<file path="src/rtl/param_load_balancer.sv">
// Load balancer: accepts a batch of task bits and dispatches one task per
// cycle to the least-loaded server that still has room. Per-server load
// counters retire work on done pulses; trigger/overload flag the load level.

// Per-server load counter: +1 on dispatch, -1 on done (ignored at zero).
module plb_server_cnt #(
    parameter int CNT_W = 4
) (
    input  logic             clk,
    input  logic             reset,
    input  logic             inc_i,
    input  logic             dec_i,
    output logic [CNT_W-1:0] load_o
);
    logic [CNT_W-1:0] load_q, load_d;
    logic             dec_ok;

    assign dec_ok = dec_i && (load_q != '0);

    // Net change: dispatch and a valid completion on the same edge cancel.
    always_comb begin
        load_d = load_q;
        if (inc_i && !dec_ok)
            load_d = load_q + CNT_W'(1);
        else if (!inc_i && dec_ok)
            load_d = load_q - CNT_W'(1);
    end

    // Load register.
    always_ff @(posedge clk) begin
        if (reset)
            load_q <= '0;
        else
            load_q <= load_d;
    end

    assign load_o = load_q;
endmodule

module param_load_balancer #(
    parameter int NUM_SERVERS = 4,
    parameter int TASK_W      = 8,
    parameter int CNT_W       = 4,
    parameter int CAP         = 7,
    parameter int TRIG_TH     = 3
) (
    input  logic                         clk,
    input  logic                         reset,
    input  logic                         task_valid,
    input  logic [TASK_W-1:0]            tasks,
    output logic                         task_ready,
    input  logic [NUM_SERVERS-1:0]       done,
    output logic [NUM_SERVERS*CNT_W-1:0] server_load,
    output logic                         assign_valid,
    output logic [2:0]                   assign_id,
    output logic [7:0]                   reject_cnt,
    output logic                         trigger,
    output logic                         overload
);
    localparam logic [CNT_W-1:0] CAP_L = CNT_W'(CAP);
    localparam logic [CNT_W-1:0] TH_L  = CNT_W'(TRIG_TH);

    typedef enum logic {IDLE, DISPATCH} state_t;

    state_t                             state_q;
    logic [TASK_W-1:0]                  pend_q, pend_d;
    logic                               assign_valid_q;
    logic [2:0]                         assign_id_q;
    logic [7:0]                         reject_q;
    logic                               trigger_q, overload_q;

    logic [NUM_SERVERS-1:0][CNT_W-1:0]  load;
    logic [NUM_SERVERS-1:0]             inc;
    logic [NUM_SERVERS-1:0]             hit;
    logic                               dispatch;
    logic                               found;
    logic [2:0]                         tgt;
    logic [CNT_W-1:0]                   best;

    assign dispatch = (state_q == DISPATCH);

    // Retire the lowest pending bit each dispatch cycle.
    assign pend_d = pend_q & (pend_q - TASK_W'(1));

    // Pick the minimum load below CAP; strict '<' keeps the lowest index on ties.
    always_comb begin
        found = 1'b0;
        tgt   = '0;
        best  = '0;
        for (int k = 0; k < NUM_SERVERS; k++) begin
            if (load[k] < CAP_L && (!found || load[k] < best)) begin
                found = 1'b1;
                tgt   = 3'(k);
                best  = load[k];
            end
        end
    end

    for (genvar g = 0; g < NUM_SERVERS; g++) begin : g_srv
        assign inc[g] = dispatch && found && (tgt == 3'(g));
        assign hit[g] = (load[g] >= TH_L);
        assign server_load[g*CNT_W +: CNT_W] = load[g];

        plb_server_cnt #(.CNT_W(CNT_W)) u_cnt (
            .clk    (clk),
            .reset  (reset),
            .inc_i  (inc[g]),
            .dec_i  (done[g]),
            .load_o (load[g])
        );
    end

    // Control FSM plus registered dispatch/reject/threshold outputs.
    always_ff @(posedge clk) begin
        if (reset) begin
            state_q        <= IDLE;
            pend_q         <= '0;
            assign_valid_q <= 1'b0;
            assign_id_q    <= '0;
            reject_q       <= '0;
            trigger_q      <= 1'b0;
            overload_q     <= 1'b0;
        end else begin
            trigger_q      <= |hit;
            overload_q     <= &hit;
            assign_valid_q <= 1'b0;
            case (state_q)
                IDLE: begin
                    if (task_valid && tasks != '0) begin
                        pend_q  <= tasks;
                        state_q <= DISPATCH;
                    end
                end
                DISPATCH: begin
                    pend_q <= pend_d;
                    if (found) begin
                        assign_valid_q <= 1'b1;
                        assign_id_q    <= tgt;
                    end else if (reject_q != 8'hFF) begin
                        reject_q <= reject_q + 8'd1;
                    end
                    if (pend_d == '0)
                        state_q <= IDLE;
                end
                default: state_q <= IDLE;
            endcase
        end
    end

    assign task_ready   = (state_q == IDLE);
    assign assign_valid = assign_valid_q;
    assign assign_id    = assign_id_q;
    assign reject_cnt   = reject_q;
    assign trigger      = trigger_q;
    assign overload     = overload_q;
endmodule

</file>
<file path="config.mk">
export PLATFORM = sky130hd
export DESIGN_NAME = param_load_balancer
export DESIGN_NICKNAME = d
export VERILOG_FILES = /design/src/rtl/param_load_balancer.sv
export SDC_FILE = /design/constraint.sdc
export NUM_CORES = 1
export LEC_CHECK = 0
export BUFFER_PORTS_ARGS = -buffer_cell sky130_fd_sc_hd__buf_4
export CELL_PAD_IN_SITES_DETAIL_PLACEMENT = 2
export CELL_PAD_IN_SITES_GLOBAL_PLACEMENT = 2
export CORE_MARGIN = 5
export CORE_UTILIZATION = 36
export CTS_BUF_LIST = sky130_fd_sc_hd__clkbuf_8 sky130_fd_sc_hd__clkbuf_16
export DETAILED_ROUTE_END_ITERATION = 6
export HOLD_SLACK_MARGIN = 0.1
export PLACE_DENSITY_LB_ADDON = 0.1
export SYNTH_ARGS = -nofsm -noshare
export SYNTH_HDL_FRONTEND = slang
export SYNTH_SLANG_ARGS = --single-unit
export TNS_END_PERCENT = 1
</file>
<file path="constraint.sdc">
create_clock -name clk -period 14.35 [get_ports clk]
set_clock_uncertainty 0.15 [all_clocks]
set_input_delay 2.87 -clock clk [delete_from_list [all_inputs] [get_ports clk]]
set_output_delay 2.87 -clock clk [all_outputs]
set_load 0.02 [all_outputs]
</file>
==> summary.md, run 1 <==
| Metric | Value |
|---|---|
| Ratio of cells with drive above 1 in the final layout | 18.5% |
| Worst Path Buf+Inv | 1 |
| Chip width | 94.9 µm |
| DR WL/cell | 16.7 µm |
| Synth warnings | 0 |
| Non-filler instance count after layout | 439 |
| Synth Register Bits | 38 |
| Initial core utilization | 36.4% |
| Unrepaired setup endpoints after global routing | no |
| Final Max Slew Viols | 0 |
| Dominant synthesized flop cell | dfxtp_1 |
| Post-Syn Instances | 297 |
| ANT cells | 0 |
| Final Util | 43.6% |
| Max Fanout on Critical Path | 11 |
| Total gr overflow | 0 |
| Final Net Count | 380 |
| CP max stage delay | between 0.6 and 0.7 ns |
| EDFF count, synth | 0 |
| HP Class | flip-flop to flip-flop |
| Tot Pwr | 0.617 mW |
| Min Tclk post-route | 7.03 ns |
| Total clock sinks | 38 |
| Initial antenna violation count | 0 |
| Via/cell ratio | about 5.4 |
| Post-synth ARST share | 0% |
| Filler cells | about 840 |
| Number of global-route vias before repair | 2,518 |
| CTS max path bufs | 2 |
| IO Count | between 40 and 50 |
| Layout area overhead | 19.9% |
| Clk_lat worst skew | around 0.30 ns |
| First-pass GRT wire length | 12,300 µm |
| Lkg Pwr | 1.31 nW |
| Finish-stage setup viols | 0 |
| FF-to-FF setup slack | 7.32 ns |
| Tot GR Track Use | 17.3% |
| Hold buffers post-CTS | 0 |
| Status | completed |
| Power per Cell Area | 198 nW/µm² |
| R2R cell count | 27 |
| Relative slew margins | 47.9% |
| Synth cell types | between 50 and 60 |
| Initial DRC Count | 55 |
| Std cell rows | 31 |
| CP Class | flip-flop to flip-flop |
| Sequential area share after synthesis | between 20% and 30% |
| Die H | 94.9 µm |
| Post-Syn Area per Cell | 8.74 µm² |
| MaxCap Viol Count | 0 |
| Type of element launching the critical path | flip-flop |
| WP data required | roughly 14 ns |
| Clk root buf | clkbuf_8 |
| Multi-input logic area | 1730 µm² |
| Worst R2R Start | g_srv[0].u_cnt.load_o[1]$_SDFFE_PP0P_ |
| WHS Endpoint | pend_q[6]$_SDFFE_PP0P_ |
| Delay-heaviest family, CP | compound AO/OA/AOI/OAI gates |
| Transition time of the tightest slew-check pin | 0.780 ns |
| Tcrit/Tclk final | slightly below 50% |
| ANT nets after route | 0 |
| DPL Wire Length | 5580 µm |
| GPL Wtd Cong | 0.811 |
| Buffers on Ports | 44 |
| Resized Gates After CTS | 0 |
| Full die area | 9010 µm² |
| Arrival time worst endpoint | between 7 and 8 ns |
| Total negative setup slack | 0 ns |
| Core Region | 7140 µm² |
| Final hold vios | 0 |
| DP Cell Count | about 430 |
| TritonRoute pass-1 iters | 4 |
| Number of setup buffers added after CTS | 0 |
| Crit path top cell by count | a21oi_1 |
| H-Tree Depth | 2 |
| Clock-pin slew on the worst setup and hold paths | around 0.08 ns |
| Pin count of the biggest net entering global routing | 38 |
| Fmax | approximately 0.14 GHz |
| CTS Buf Count | 5 |
| Hold Worst Slack | 0.356 ns |
| Via count | 2,376 |
| Critical R2R Capture | g_srv[3].u_cnt.load_o[3]$_SDFFE_PP0P_ |
| Mapped cell area | 2600 µm² |
| Critical Path End Type | flip-flop |
| Detailed Route WL | 7340 µm |
| Residual DRC | 0 |
| Worst hold start | pend_q[6]$_SDFFE_PP0P_ |
| Peak supply drop | a little over 0.1 mV |
| CP max-delay cell | a2111oi_1 |
| CTS tree | done |
| Register area | 761 µm² |
| Hold Path Stages | 2 |
how the worst max path moves through the flow:
stage	to	slack (ns)	start	depth (start not counted)
floorplan	g_srv[0].u_cnt.load_o[3]$_SDFFE_PP0P_	8.30	g_srv[0].u_cnt.load_o[1]$_SDFFE_PP0P_	29
global placement	g_srv[0].u_cnt.load_o[3]$_SDFFE_PP0P_	7.81	g_srv[0].u_cnt.load_o[0]$_SDFFE_PP0P_	28
detailed placement	g_srv[1].u_cnt.load_o[3]$_SDFFE_PP0P_	7.44	g_srv[0].u_cnt.load_o[0]$_SDFFE_PP0P_	28
CTS	g_srv[3].u_cnt.load_o[3]$_SDFFE_PP0P_	7.38	g_srv[0].u_cnt.load_o[1]$_SDFFE_PP0P_	27
global route	g_srv[3].u_cnt.load_o[3]$_SDFFE_PP0P_	6.74	g_srv[0].u_cnt.load_o[0]$_SDFFE_PP0P_	27
finish	g_srv[3].u_cnt.load_o[3]$_SDFFE_PP0P_	7.32	g_srv[0].u_cnt.load_o[1]$_SDFFE_PP0P_	27
synth_stat cells (6+ instances only):
cell type	number	area (µm²)
xor2_1	6	52.6
nand2_1	21	78.8
nor2_1	38	143
xnor2_1	12	105
nor3_1	11	55.1
dfxtp_1	38	761
nand3_1	7	35.0
inv_1	7	26.3
ha_1	22	275
or3_1	7	43.8
o21ai_0	13	65.1
a21oi_1	27	135
a21o_1	9	67.6
logic make-up (layout without fill, tap and decap cells):
logic type | Yosys count | after routing | share of synthesized area, %
simple gates | 98 | 98 | 18.4
compound gates | 88 | 88 | 24.8
flops | 38 | 38 | 29.3
fa+ha+maj | 28 | 28 | 14.5
buf+inv | 19 | 60 | 4.34
xor+xnor | 18 | 18 | 6.07
mux | 6 | 6 | 2.36
other cells | 2 | 4 | 0.289
metal layers:
layer	wire (µm)	global-route usage, %	up-vias
met3	180	2.95	9
met5	0	0	-
li1	-	-	1169
met4	107	4.57	0
met2	3680	30.4	30
met1	3370	21.9	1168
cell usage in the layout (no fill, tap or decap), drive strengths merged, types with 3 or more instances in the layout:
master  instances
buf            44
a31oi           4
o211ai          4
a22oi           3
dfxtp          38
mux2i           5
fa              4
nand3           7
clkbuf          5
a21oi          27
o41ai           5
o21a            3
a21o            9
conb            4
xnor2          12
or3             7
inv             7
nand2b          3
nor4            4
xor2            6
a211oi          5
nor2           38
o21ai          13
nand2          21
nor3           11
ha             22
o211a           3
worst min-delay path, stage by stage (launching register included):
cell,delay (ns)
dfxtp_1,0.32
o21ai_0,0.07
a21oi_1,0.07
state kept, by name, summed over array words and instances, names as in the netlist:
name	flops
dispatch	1
reject_cnt	8
assign_valid	1
pend_q	8
g_srv.u_cnt.load_o	16
assign_id	2
overload	1
trigger	1
power by group:
group	internal [mW]	switching [mW]	leakage, nW
Clock	0.0697	0.0435	0.0683
Sequential	0.124	0.0479	0.311
Combinational	0.149	0.184	0.926
Total	0.343	0.275	1.31
final cells by class:
| class | instances | area share (%) |
|---|---|---|
| Multi-Input combinational cell | 242 | 55.6 |
| Sequential cell | 38 | 24.4 |
| Inverter | 8 | 0.965 |
| Clock inverter | 3 | 2.21 |
| Clock buffer | 5 | 2.21 |
| Tap cell | 99 | 3.98 |
| Timing Repair Buffer | 44 | 10.6 |
through the flow:
step / instance area (µm²) / worst slack (ns)
2_1_floorplan: 2600 / 8.30
3_3_place_gp: 2980 / 7.81
3_5_place_dp: 2980 / 7.44
4_1_cts: 3110 / 7.38
5_1_grt: 3110 / 6.74
6_report: 3110 / 7.32
Note: power is estimated with default switching activity, not from simulation.
==> inputs of run 2 (changes only) <==
--- a/config.mk
+++ b/config.mk
@@ -9,7 +9,7 @@
 export CELL_PAD_IN_SITES_DETAIL_PLACEMENT = 2
 export CELL_PAD_IN_SITES_GLOBAL_PLACEMENT = 2
 export CORE_MARGIN = 5
-export CORE_UTILIZATION = 36
+export CORE_UTILIZATION = 34
 export CTS_BUF_LIST = sky130_fd_sc_hd__clkbuf_8 sky130_fd_sc_hd__clkbuf_16
 export DETAILED_ROUTE_END_ITERATION = 6
 export HOLD_SLACK_MARGIN = 0.1
==> constraint.sdc (replaced) <==
create_clock -name clk -period 6.5 [get_ports clk]
set_clock_uncertainty 0.15 [all_clocks]
set_input_delay 1.3 -clock clk [delete_from_list [all_inputs] [get_ports clk]]
set_output_delay 1.3 -clock clk [all_outputs]
set_load 0.02 [all_outputs]
==> summary.md, run 2 (same netlist as run 1, synthesis figures left out) <==
| Metric | Value |
|---|---|
| Status | completed |
| Initial DRC Count | 61 |
| CTS max path bufs | 2 |
| Grt peak-use layer | met2 |
| Clk root buf | clkbuf_8 |
| Chip width | between 90 and 100 µm |
| Fmax | 0.157 GHz |
| Buffers on Ports | 44 |
| Final instance area | roughly 3300 µm² |
| Die H | 97.4 µm |
| Worst Path Buf+Inv | 1 |
| Type of element launching the critical path | flip-flop |
| Worst hold start | pend_q[7]$_SDFFE_PP0P_ |
| Core Region | 7330 µm² |
| FF-to-FF setup slack | 0.13 ns |
| Total negative setup slack | 0 ns |
| First-pass GRT wire length | 13,800 µm |
| H-Tree Depth | 2 |
| Std cell rows | 31 |
| Arrival time worst endpoint | 6.45 ns |
| Met3 GRT Util | 3.30% |
| Number of global-route vias before repair | roughly 2,700 |
| Finish-stage setup viols | 0 |
| CTS Buf Count | 5 |
| Commonest non-fill, non-tap cell in the layout | buf_4 |
| GPL Wtd Cong | 0.824 |
| Combinational cell fraction of total power | 63.0% |
| CTS tree | done |
| Met1 Resource Use GR | 21.8% |
| TritonRoute pass-1 iters | 4 |
| Pint | 0.829 mW |
| Initial core utilization | 35.4% |
| Max Fanout on Critical Path | 9 |
| Tcrit/Tclk final | 97.9% |
| ANT cells | 0 |
| Lkg Pwr | around 1.4 nW |
| Total gr overflow | 0 |
| Total clock sinks | 38 |
| Clk_lat worst skew | 0.30 ns |
| Power per Cell Area | 457 nW/µm² |
| Final hold vios | 0 |
| CP Launch Point | g_srv[0].u_cnt.load_o[2]$_SDFFE_PP0P_ |
| Final Max Slew Viols | 0 |
| Worst R2R Start | g_srv[0].u_cnt.load_o[2]$_SDFFE_PP0P_ |
| IO Count | 46 |
| DP Cell Count | 440 |
| Met2 Resource Use GR | 30.3% |
| Reg power frac | 23.1% |
| ANT nets after route | 0 |
| Layout area overhead | 28.9% |
| Critical R2R Capture | g_srv[1].u_cnt.load_o[3]$_SDFFE_PP0P_ |
| Via/cell ratio | 5.50 |
| R2R cell count | 28 |
| Most frequent cells in the layout | buf_4, nor2_1, dfxtp_1 |
| Ratio of cells with drive above 1 in the final layout | 29.2% |
| Initial antenna violation count | 0 |
| Hold Path Stages | 2 |
| Clock-pin slew on the worst setup and hold paths | 0.08 ns |
| Register area | 767 µm² |
| Crit path top cell by count | a21oi_2 |
| Critical Path End Type | flip-flop |
| Relative slew margins | between 50% and 60% |
| Via count | 2,504 |
| Min Tclk post-route | 6.37 ns |
| Tot GR Track Use | around 18% |
| DR WL/cell | 19.1 µm |
| Detailed Route WL | 8680 µm |
| HP Class | flip-flop to flip-flop |
| CP max-delay cell | dfxtp_4 |
| Filler cells | just over 800 |
| MaxCap Viol Count | 0 |
| Final worst slack | ~0.13 ns |
| Pin count of the biggest net entering global routing | 38 |
| Pre-CTS worst setup slack | -0.116 ns |
| Sw Share | 45.9% |
| Final Util | 45.6% |
| Placed cell area | 3040 µm² |
| Residual DRC | 0 |
| WP data required | 6.59 ns |
| Final Net Count | a little under 400 |
| Non-filler instance count after layout | 455 |
| Transition time of the tightest slew-check pin | 0.689 ns |
| Multi-input logic area | 1850 µm² |
| Delay-heaviest family, CP | compound AO/OA/AOI/OAI gates |
| Peak supply drop | approximately 0.17 mV |
| Clk network pwr share | 13.9% |
| CP max stage delay | a little under 0.4 ns |
| CP Class | flip-flop to flip-flop |
| WHS Endpoint | pend_q[7]$_SDFFE_PP0P_ |
| DPL Wire Length | 5960 µm |
| P_sw | 0.702 mW |
| Largest register FFs | 16 |
| Full die area | about 9500 µm² |
[run 2: cell count changes in the layout (fill, tap and decap cells not counted), moves of 3 or more]
| cell | change |
|---|---|
| buf_4 | +17 |
| a21oi_1 | -7 |
| a21oi_2 | +6 |
| dfxtp_1 | -3 |
| nor3_1 | -3 |
| nor3_2 | +3 |
[run 2: how the worst max path moves through the flow]
| stage | end | slack (ns) | depth (start not counted) |
|---|---|---|---|
| final | g_srv[1].u_cnt.load_o[3]$_SDFFE_PP0P_ | 0.13 | 28 |
| after floorplan | g_srv[0].u_cnt.load_o[3]$_SDFFE_PP0P_ | 0.45 | 29 |
| after global routing | g_srv[1].u_cnt.load_o[3]$_SDFFE_PP0P_ | -0.20 | 29 |
| after global placement | g_srv[0].u_cnt.load_o[3]$_SDFFE_PP0P_ | 0.15 | 28 |
| after detailed placement | g_srv[0].u_cnt.load_o[3]$_SDFFE_PP0P_ | -0.12 | 28 |
| after CTS | g_srv[0].u_cnt.load_o[3]$_SDFFE_PP0P_ | 0.04 | 30 |
[run 2: area by class of cell]
class | instances | area share, %
Inverter | 8 | 0.898
Clock buffer | 6 | 2.47
Multi-Input combinational cell | 242 | 55.4
Tap cell | 99 | 3.70
Timing Repair Buffer | 61 | 13.7
Clock inverter | 1 | 0.898
Sequential cell | 38 | 22.9
[run 2: what timing repair did]
action | CTS | global route
setup buffers | 1 | 7
endpoints found under the setup margin | 5 | 9
hold buffers | 0 | 0
hold endpoints to repair | 0 | 0
gates resized for setup | 7 | 25
pin swaps | 1 | 9
[run 2: worst reg2reg max path: cells and delay by family, from the launching register on]
| family | cells | cell delay, ns |
|---|---|---|
| simple gates | 8 | 1.46 |
| fa+ha+maj | 5 | 1.23 |
| compound gates | 12 | 2.49 |
| mux | 1 | 0.38 |
| buf+inv | 1 | 0.12 |
| xor+xnor | 1 | 0.08 |
| flops | 1 | 0.39 |
[run 2: layer usage]
metal | wire length (µm) | vias up
met3 | 206 | 10
met2 | 4530 | 35
met1 | 3810 | 1255
met5 | 0 | -
li1 | - | 1204
met4 | 132 | 0
[run 2: power groups by stage]
stage / clock network (mW) / registers [mW] / logic (mW)
2_1_floorplan: 0 / 0.381 / 0.531
3_3_place_gp: 0 / 0.350 / 0.768
3_5_place_dp: 0 / 0.354 / 0.798
4_1_cts: 0.219 / 0.350 / 0.850
5_1_grt: 0.228 / 0.361 / 1.05
6_report: 0.213 / 0.353 / 0.965
[run 2: stage by stage]
stage               power [mW]  hold slack [ns]
floorplan                0.912            0.310
global placement          1.12            0.335
detailed placement        1.15            0.346
CTS                       1.42            0.358
global route              1.64            0.393
finish                    1.53            0.355
==> inputs of run 3 (changes only) <==
--- a/config.mk
+++ b/config.mk
@@ -5,11 +5,12 @@
 export SDC_FILE = /design/constraint.sdc
 export NUM_CORES = 1
 export LEC_CHECK = 0
+export ABC_AREA = 1
 export BUFFER_PORTS_ARGS = -buffer_cell sky130_fd_sc_hd__buf_4
 export CELL_PAD_IN_SITES_DETAIL_PLACEMENT = 2
 export CELL_PAD_IN_SITES_GLOBAL_PLACEMENT = 2
 export CORE_MARGIN = 5
-export CORE_UTILIZATION = 34
+export CORE_UTILIZATION = 30
 export CTS_BUF_LIST = sky130_fd_sc_hd__clkbuf_8 sky130_fd_sc_hd__clkbuf_16
 export DETAILED_ROUTE_END_ITERATION = 6
 export HOLD_SLACK_MARGIN = 0.1
==> summary.md, run 3 <==
| Metric | Value |
|---|---|
| Synth Register Bits | 38 |
| Post-synth top cells | nand2_1, inv_1, nor2_1, o21ai_0, dfxtp_1 |
| Clk network pwr share | between 10% and 20% |
| Total gr overflow | 0 |
| Fmax | 0.186 GHz |
| Sw Share | about half |
| Placed cell area | 2910 µm² |
| Critical Path End Type | flip-flop |
| Via count | 2,470 |
| Final worst slack | 1.13 ns |
| Layout area overhead | 21.8% |
| Mapped cell area | 2470 µm² |
| Post-synth top area share | 30.8% |
| Post-Syn Area per Cell | 6.93 µm² |
| P_sw | roughly 0.79 mW |
| Clk root buf | clkbuf_8 |
| Post-synth ARST share | 0% |
| CP max-delay cell | dfxtp_1 |
| Crit path top cell by count | nand2_1 |
| Reg power frac | 24.8% |
| Clk_lat worst skew | 0.29 ns |
| Min Tclk post-route | roughly 5.4 ns |
| Dominant synthesized flop cell | dfxtp_1 |
| CTS max path bufs | 2 |
| Relative slew margins | between 40 and 50% |
| MaxCap Viol Count | 0 |
| Clock-pin slew on the worst setup and hold paths | ~0.08 ns |
| Leading area contributor after synthesis | dfxtp_1 |
| CTS tree | done |
| Total negative setup slack | 0 ns |
| Via/cell ratio | about 4.9 |
| EDFF count, synth | 0 |
| Sequential area share after synthesis | between 30% and 40% |
| Tcrit/Tclk final | 82.6% |
| Number of setup buffers added after CTS | 0 |
| Max Fanout on Critical Path | 9 |
| GPL Wtd Cong | roughly 0.83 |
| HP Class | flip-flop to flip-flop |
| CP max stage delay | slightly above 0.5 ns |
| Top post-synthesis cells by area | dfxtp_1, ha_1, nand2_1 |
| Initial antenna violation count | 0 |
| Initial core utilization | 30.3% |
| Residual DRC | 0 |
| Largest register FFs | 16 |
| H-Tree Depth | 2 |
| Number of global-route vias before repair | 2,673 |
| Pin count of the biggest net entering global routing | 27 |
| Final Net Count | approximately 440 |
| First-pass GRT wire length | 12,900 µm |
| CTS Buf Count | 5 |
| Tot GR Track Use | 15.7% |
| Hold Worst Slack | 0.335 ns |
| Combinational cell fraction of total power | 63.7% |
| Unrepaired setup endpoints after global routing | no |
| Initial DRC Count | 62 |
| Type of element launching the critical path | flip-flop |
| Detailed Route WL | approximately 7400 µm |
| Total clock sinks | 38 |
| Final instance area | between 3000 and 4000 µm² |
| ANT nets after route | 0 |
| Arrival time worst endpoint | 5.40 ns |
| ANT cells | 0 |
| Worst Path Buf+Inv | 2 |
| IO Count | 46 |
| Finish-stage setup viols | 0 |
| WP data required | around 6.5 ns |
| Chip width | 101 µm |
| Core Region | 8130 µm² |
| Status | completed |
| Full die area | 10,100 µm² |
| Peak supply drop | 0.204 mV |
| Tot Pwr | 1.53 mW |
| Ratio of cells with drive above 1 in the final layout | about 16% |
| Die H | 101 µm |
| Commonest non-fill, non-tap cell in the layout | nand2_1 |
| Final Util | 36.9% |
| Filler cells | 1,002 |
| CP Class | flip-flop to flip-flop |
| DR WL/cell | ~15 µm |
| Most frequent cell after synthesis | nand2_1 |
| DPL Wire Length | 6010 µm |
| Power per Cell Area | 511 nW/µm² |
| Lkg Pwr | around 1.5 nW |
| Resized Gates After CTS | 0 |
| Pre-CTS worst setup slack | 1.00 ns |
| Synth warnings | 0 |
| Pint | roughly 0.74 mW |
| DP Cell Count | ~500 |
| Synth cell types | 28 |
| TritonRoute pass-1 iters | 3 |
| Std cell rows | 33 |
| Hold buffers post-CTS | 0 |
| Delay-heaviest family, CP | simple AND/OR/NAND/NOR gates |
| Transition time of the tightest slew-check pin | between 0.8 and 0.9 ns |
| Most frequent cells in the layout | nand2_1, inv_1, nor2_1, buf_4, o21ai_0 |
| Post-Syn Instances | about 360 |
| Final hold vios | 0 |
| Final Max Slew Viols | 0 |
| Buffers on Ports | 44 |
| Non-filler instance count after layout | 509 |
run 3: cell count changes after synthesis, sizes merged, moves of 6 or more:
cell	change
o21ai	+29
a21o	-9
or3	-7
inv	+52
nand3	+7
nor2	+6
nand2	+50
xnor2	-12
nor3	-10
run 3: kinds of logic (layout without fill, tap and decap cells):
kind of cell	after synthesis	after routing	share of synthesized area, %
AND/OR/NAND/NOR	138	138	24.6
AO/OA/AOI/OAI	83	83	18.4
buffers and inverters	65	111	10.0
flip-flops	38	38	30.8
adder cells (fa/ha/maj)	26	26	14.4
XOR/XNOR	4	4	1.42
other	2	4	0.304
run 3: worst paths after layout:
path,slack [ns],start,end,cells past startpoint
min reg2reg,0.33,pend_q[3]$_SDFFE_PP0P_,pend_q[3]$_SDFFE_PP0P_,2
min,0.33,pend_q[3]$_SDFFE_PP0P_,pend_q[3]$_SDFFE_PP0P_,2
max reg2reg,1.13,g_srv[0].u_cnt.load_o[0]$_SDFFE_PP0P_,g_srv[0].u_cnt.load_o[3]$_SDFFE_PP0P_,40
max,1.13,g_srv[0].u_cnt.load_o[0]$_SDFFE_PP0P_,g_srv[0].u_cnt.load_o[3]$_SDFFE_PP0P_,40
run 3: tightest hold or removal path: stages, from the launching register on:
cell	delay (ns)
dfxtp_1	0.32
inv_1	0.07
a21oi_1	0.06
run 3: final cells by class:
| class | count | area (µm²) | share of cell area, % |
|---|---|---|---|
| multi-input cells | 255 | 1470 | 48.8 |
| inverters | 59 | 221 | 7.37 |
| repair buffers | 44 | 330 | 11.0 |
| well taps | 105 | 131 | 4.37 |
| clock inverters | 2 | 12.5 | 0.416 |
| clock buffers | 6 | 82.6 | 2.75 |
| flip-flops and latches | 38 | 761 | 25.3 |
run 3: power by group through the flow:
stage | clock network [mW] | logic [mW] | registers (mW)
after global routing | 0.194 | 1.15 | 0.395
after global placement | 0 | 0.952 | 0.387
after floorplan | 0 | 0.661 | 0.417
after detailed placement | 0 | 0.999 | 0.388
final | 0.177 | 0.977 | 0.381
after CTS | 0.188 | 1.01 | 0.384
run 3: layer usage:
layer	vias to the layer above	track usage [%]	routed length (µm)
li1	1245	-	-
met1	1185	19.9	3360
met2	33	27.7	3750
met3	7	2.63	253
met4	0	3.73	78
met5	-	0	0
